File: src/rtl/movement_decoder.sv
// Player position tracker driven by a 16-bit one-hot movement code.
// Steps once on a new press, then auto-repeats on game ticks while the code
// is held; position saturates at the playfield edges.
module movement_decoder #(
  parameter int unsigned POS_W        = 8,
  parameter int unsigned X_MAX        = 159,
  parameter int unsigned Y_MAX        = 119,
  parameter int unsigned X_INIT       = 80,
  parameter int unsigned Y_INIT       = 60,
  parameter int unsigned STEP         = 1,
  parameter int unsigned REPEAT_DELAY = 8,
  parameter int unsigned REPEAT_RATE  = 2,
  parameter int unsigned CNT_W        = 8
) (
  input  logic             clk,
  input  logic             rst,
  input  logic             tick,
  input  logic [15:0]      movement,
  output logic [POS_W-1:0] pos_x,
  output logic [POS_W-1:0] pos_y,
  output logic             moved,
  output logic             blocked,
  output logic             bad_code
);

  localparam logic [POS_W:0]   StepW    = (POS_W+1)'(STEP);
  localparam logic [POS_W:0]   XMaxW    = (POS_W+1)'(X_MAX);
  localparam logic [POS_W:0]   YMaxW    = (POS_W+1)'(Y_MAX);
  localparam logic [POS_W-1:0] XInit    = POS_W'(X_INIT);
  localparam logic [POS_W-1:0] YInit    = POS_W'(Y_INIT);
  localparam logic [CNT_W-1:0] CntDelay = CNT_W'(REPEAT_DELAY);
  localparam logic [CNT_W-1:0] CntRate  = CNT_W'(REPEAT_RATE);
  localparam logic [CNT_W-1:0] CntOne   = CNT_W'(1);

  typedef enum logic [1:0] {StIdle, StDelay, StRepeat} state_e;

  state_e           state_q, state_d;
  logic [15:0]      mov_q;
  logic [15:0]      dir_q, dir_d;
  logic [CNT_W-1:0] cnt_q, cnt_d;
  logic [POS_W-1:0] pos_x_q, pos_y_q;
  logic [POS_W-1:0] x_next, y_next;
  logic             moved_q, blocked_q;
  logic             code_valid;
  logic             do_step;
  logic             pos_change;
  logic [POS_W:0]   x_inc, y_inc;
  logic [POS_W-1:0] x_inc_sat, y_inc_sat, x_dec_sat, y_dec_sat;

  // Classify the registered code; anything outside the four directions is "none".
  always_comb begin
    code_valid = 1'b0;
    case (mov_q)
      16'd1, 16'd2, 16'd4, 16'd8: code_valid = 1'b1;
      default:                    code_valid = 1'b0;
    endcase
  end

  assign bad_code = (mov_q != 16'd0) && !code_valid;

  // Saturating candidate positions, widened by one bit so an add cannot wrap.
  always_comb begin
    x_inc     = {1'b0, pos_x_q} + StepW;
    y_inc     = {1'b0, pos_y_q} + StepW;
    x_inc_sat = (x_inc > XMaxW) ? XMaxW[POS_W-1:0] : x_inc[POS_W-1:0];
    y_inc_sat = (y_inc > YMaxW) ? YMaxW[POS_W-1:0] : y_inc[POS_W-1:0];
    x_dec_sat = ({1'b0, pos_x_q} < StepW) ? '0 : pos_x_q - StepW[POS_W-1:0];
    y_dec_sat = ({1'b0, pos_y_q} < StepW) ? '0 : pos_y_q - StepW[POS_W-1:0];
  end

  // Select the stepped position for the current direction.
  always_comb begin
    x_next = pos_x_q;
    y_next = pos_y_q;
    case (mov_q)
      16'd1:   x_next = x_inc_sat;
      16'd2:   x_next = x_dec_sat;
      16'd4:   y_next = y_inc_sat;
      16'd8:   y_next = y_dec_sat;
      default: ;
    endcase
  end

  assign pos_change = (x_next != pos_x_q) || (y_next != pos_y_q);

  // Press / delay / repeat sequencing; a direction change restarts the delay.
  always_comb begin
    state_d = state_q;
    cnt_d   = cnt_q;
    dir_d   = dir_q;
    do_step = 1'b0;
    case (state_q)
      StIdle: begin
        if (code_valid) begin
          do_step = 1'b1;
          cnt_d   = CntDelay;
          dir_d   = mov_q;
          state_d = StDelay;
        end
      end
      StDelay, StRepeat: begin
        if (!code_valid) begin
          state_d = StIdle;
          cnt_d   = '0;
        end else if (mov_q != dir_q) begin
          // Tick in this cycle is dropped: the immediate step owns it.
          do_step = 1'b1;
          cnt_d   = CntDelay;
          dir_d   = mov_q;
          state_d = StDelay;
        end else if (tick) begin
          if (cnt_q == CntOne) begin
            do_step = 1'b1;
            cnt_d   = CntRate;
            state_d = StRepeat;
          end else begin
            cnt_d = cnt_q - CntOne;
          end
        end
      end
      default: begin
        state_d = StIdle;
        cnt_d   = '0;
      end
    endcase
  end

  // State, input capture and position registers.
  always_ff @(posedge clk or posedge rst) begin
    if (rst) begin
      state_q   <= StIdle;
      mov_q     <= '0;
      dir_q     <= '0;
      cnt_q     <= '0;
      pos_x_q   <= XInit;
      pos_y_q   <= YInit;
      moved_q   <= 1'b0;
      blocked_q <= 1'b0;
    end else begin
      state_q   <= state_d;
      mov_q     <= movement;
      dir_q     <= dir_d;
      cnt_q     <= cnt_d;
      moved_q   <= do_step && pos_change;
      blocked_q <= do_step && !pos_change;
      if (do_step) begin
        pos_x_q <= x_next;
        pos_y_q <= y_next;
      end
    end
  end

  assign pos_x   = pos_x_q;
  assign pos_y   = pos_y_q;
  assign moved   = moved_q;
  assign blocked = blocked_q;

endmodule

File: config.mk
export PLATFORM = sky130hd
export DESIGN_NAME = movement_decoder
export DESIGN_NICKNAME = d
export VERILOG_FILES = /design/src/rtl/movement_decoder.sv
export SDC_FILE = /design/constraint.sdc
export NUM_CORES = 1
export LEC_CHECK = 0
export ABC_CLOCK_PERIOD_IN_PS = 2800
export CAP_MARGIN = 20
export CELL_PAD_IN_SITES_DETAIL_PLACEMENT = 2
export CELL_PAD_IN_SITES_GLOBAL_PLACEMENT = 2
export CORE_AREA = 2 2 121 93
export CTS_BUF_LIST = sky130_fd_sc_hd__clkbuf_8 sky130_fd_sc_hd__clkbuf_16
export DETAILED_ROUTE_END_ITERATION = 8
export DIE_AREA = 0 0 123 95
export DONT_BUFFER_PORTS = 1
export GPL_TIMING_DRIVEN = 1
export HOLD_SLACK_MARGIN = 0.02
export PLACE_DENSITY_LB_ADDON = 0.1
export SLEW_MARGIN = 20
export SYNTH_ARGS = -nofsm -noshare
export SYNTH_HDL_FRONTEND = slang
export SYNTH_SLANG_ARGS = --single-unit
File: constraint.sdc
create_clock -name clk -period 2.8 [get_ports clk]
set_input_delay 0.84 -clock clk [delete_from_list [all_inputs] [get_ports clk]]
set_output_delay 0.84 -clock clk [all_outputs]
set_load 0.1 [all_outputs]
==> results.yml <==
setup_path:
  worstSetupEndpointType: "flop"
  max_stage_delay_ns: 0.70
  crit_family: "simple AND/OR/NAND/NOR gates"
  path_buf_inv: 0
  cpMaxStageDelayCell: "or4_1"
  critPathArrivalTime_ns: 3.11
  critPathMaxFanout: 4
  worstPathRequired_ns: 3.03
  critical_path_class: "flop to flop"
  crit_chain: "or4_1, nor3_2, nand3_1, a21oi_1, o21ai_0, nor2_1, o211ai_1, o21a_1"
  start_kind: "flop"
global_route:
  grt_pass1_wl_mm: 23.61
  overflow: 0
  grt_pass1_vias: 4225
  antenna_found_initial: 0
  track_usage: 0.2661
  grt_max_degree: 61
clocking:
  cts_buffers: 9
  clockBufferDepth: 2
  cts_sinks: 60
  h-tree-depth: 3
  cts_tree: "yes"
  clk_pin_slew_worst_paths_ns: 0.06
  clockRootBuffer: "clkbuf_16"
  clk_latency_ns: 0.34
logic_synthesis:
  synth_fa_ha_area_frac: 0.03042
  syn_avg_cell_area_um2: 8.883
  synth_flop_cell: "dfrtp_1"
  synth-compound-area-share: 0.1977
  syn_nets: 492
  synth-xor-area-share: 0.04472
  synth-async-reset-ratio: 1.000
  ys_seq_elements: 60
  synth.yosys.seq_area_share: 0.3669
  yosys.area_share.simple: 0.2641
  ys_warn_count: 0
  synth_area_um2: 4113
  ys_types: 77
  synth_top_family_by_area: "simple AND/OR/NAND/NOR gates"
  muxShareOfSynthArea: 0.04929
  synth-edff-count: 0
  synth_cells: 463
routing:
  via_count: 3929
  vias_per_cell: 5.838
  initialDrtViolationCount: 191
  routed_wl_mm: 15.31
  drc: 0
  drt-pass1-iter-count: 4
  wl_per_cell_um: 22.75
  detail-route-antenna-nets: 0
place:
  pre_cts_slack_ns: 0.06174
  dpl.cell_count: 644
  hpwl_mm: 10.39
  gp_congestion: 0.8483
  port_buffers: 0
worst_hold_path:
  hold_class: "input pin to asynchronous set/reset pin"
die:
  num_rows: 33
  die_w_um: 123
  initial_core_util: 0.3861
  pin_count: 38
  die_y_um: 95
  coreArea_um2: 10650
  die-area_um2: 11690
power:
  p_leak_nw: 2.090
  power_density_nw_per_um2: 572.2
  ir_drop_mv: 0.3973
sta:
  worst_pin_slew_ns: 0.6810
  report.final.slew_viol_count: 0
  timing.hold.ws_ns: 0.4523
  final_hold_viol_count: 0
  fin_crit_sh: 1.030
  setup_viol: 3
  slew_headroom: 0.5396
  rsz0062_at_grt: "true"
  skew_ns: 0.005121
  layout_setup_ws_ns: -0.08423
  max_clock_freq_mhz: 346.7
  min_period_ns: 2.884
finish:
  final_cells: 673
  nets: 557
  antenna_cells: 0
  drive_gt1_frac: 0.3189
  utilization: 0.4892
  area_delta_synth_final_pct: 26.71
run:
  maxCapViolCount: 0
run_status:
  status: "finished, violations left"
  violations: "setup timing"
==> Yosys cell counts, drive strengths merged, types with 4 or more instances <==
library cell | count | area, um2
nand3 | 14 | 75.07
or4 | 4 | 41.29
nor2 | 45 | 190.2
ha | 10 | 125.1
nor2b | 6 | 37.54
mux2 | 18 | 202.7
dfrtp | 54 | 1351
xnor2 | 18 | 157.7
nor4 | 11 | 96.34
a21boi | 4 | 30.03
inv | 16 | 60.06
o21ai | 43 | 215.2
nand2 | 35 | 133.9
and3 | 7 | 45.05
or2 | 5 | 31.28
clkbuf | 15 | 77.57
or3 | 5 | 31.28
and2 | 7 | 47.55
buf | 8 | 55.05
a31oi | 4 | 25.02
o221ai | 4 | 35.03
nor3 | 14 | 70.07
dfstp | 6 | 157.7
nand2b | 6 | 37.54
a21oi | 32 | 160.2
o22ai | 5 | 31.28
nand4 | 12 | 105.1
==> layer usage <==
layer | share of wire | global-route usage | up-vias
met3 | 0.029 | 0.04710 | 16
met5 | 0 | 0 | -
met4 | 0.013 | 0.08239 | 0
li1 | - | - | 1830
met2 | 0.49 | 0.4378 | 61
met1 | 0.47 | 0.3567 | 2022
==> final timing paths <==
kind	end	cells after the start	from	slack, ns
setup / recovery	pos_y[1]	8	mov_q[6]	-0.08
hold / removal	cnt_q[6]	2	rst	0.45
setup reg to reg	pos_y[1]	8	mov_q[6]	-0.08
hold reg to reg	state_q[1]	2	state_q[1]	0.53
max in group asynchronous	pos_y[3]	2	rst	2.02
min in group clk	mov_q[9]	0	movement[9]	0.52
==> kinds of logic after synthesis <==
| logic type | after synthesis |
|---|---|
| AO/OA/AOI/OAI | 128 |
| buffers and inverters | 39 |
| flip-flops | 60 |
| XOR/XNOR | 21 |
| AND/OR/NAND/NOR | 187 |
| adder cells (fa/ha/maj) | 10 |
| multiplexers | 18 |
==> power breakdown <==
group / switching, mW / leakage, nW / internal [mW]
sequential: 0.130 / 0.718 / 1.02
clock: 0.470 / 0.143 / 0.702
combinational: 0.333 / 1.23 / 0.329
total: 0.933 / 2.09 / 2.05
==> cell usage in the layout, fill, tap and decap left out, types with 5 or more instances in the layout <==
master and n:
nor3_1 13, o21ai_0 38, dfrtp_1 46, nand4_1 10, nor2b_1 6, o21ai_1 5, nor2_1 41, nand3_1 12
dfrtp_2 8, and3_1 6, ha_1 9, xnor2_1 18, dfstp_2 5, nand2_1 33, a21oi_1 30, inv_1 15
buf_4 74, nand2b_1 6, and2_1 5, clkbuf_16 9, mux2_2 18
==> flip-flops by register name (all words and copies together), names as in the netlist <==
name,count
blocked,1
cnt_q,8
dir_q,16
mov_q,16
moved,1
pos_x,8
pos_y,8
state_q,2
==> final cells by class <==
cell class | instances | area [um2]
fillers | 1143 | 5441
inverters | 16 | 60.06
clock buffers | 9 | 225.2
repair buffers | 77 | 606.8
flip-flops and latches | 60 | 1523
multi-input cells | 364 | 2541
well taps | 140 | 175.2
clock inverters | 7 | 80.08
==> through the flow <==
step	instance area, um2	total power, mW	TNS, ns
finish	5211	2.982	-0.2096
global route	5211	3.115	-0.5729
CTS	5026	2.988	-0.01537
detailed placement	4693	1.782	0
global placement	4693	1.729	0
floorplan	4148	1.599	-0.2216
==> worst register-to-register path, delay by kind of cell, from the launching register on <==
family	cells	cell delay (ns)
flops	1	0.44
simple gates	4	1.55
compound gates	4	0.80
==> what timing repair did <==
item / 4_1_cts / 5_1_grt
endpoints found under the hold margin: 0 / 0
pin swaps: 2 / 12
setup endpoints to repair: 3 / 14
resized for setup: 4 / 20
buffers inserted: 1 / 12
hold buffers: 0 / 0
(Power assumes the default switching activity.)
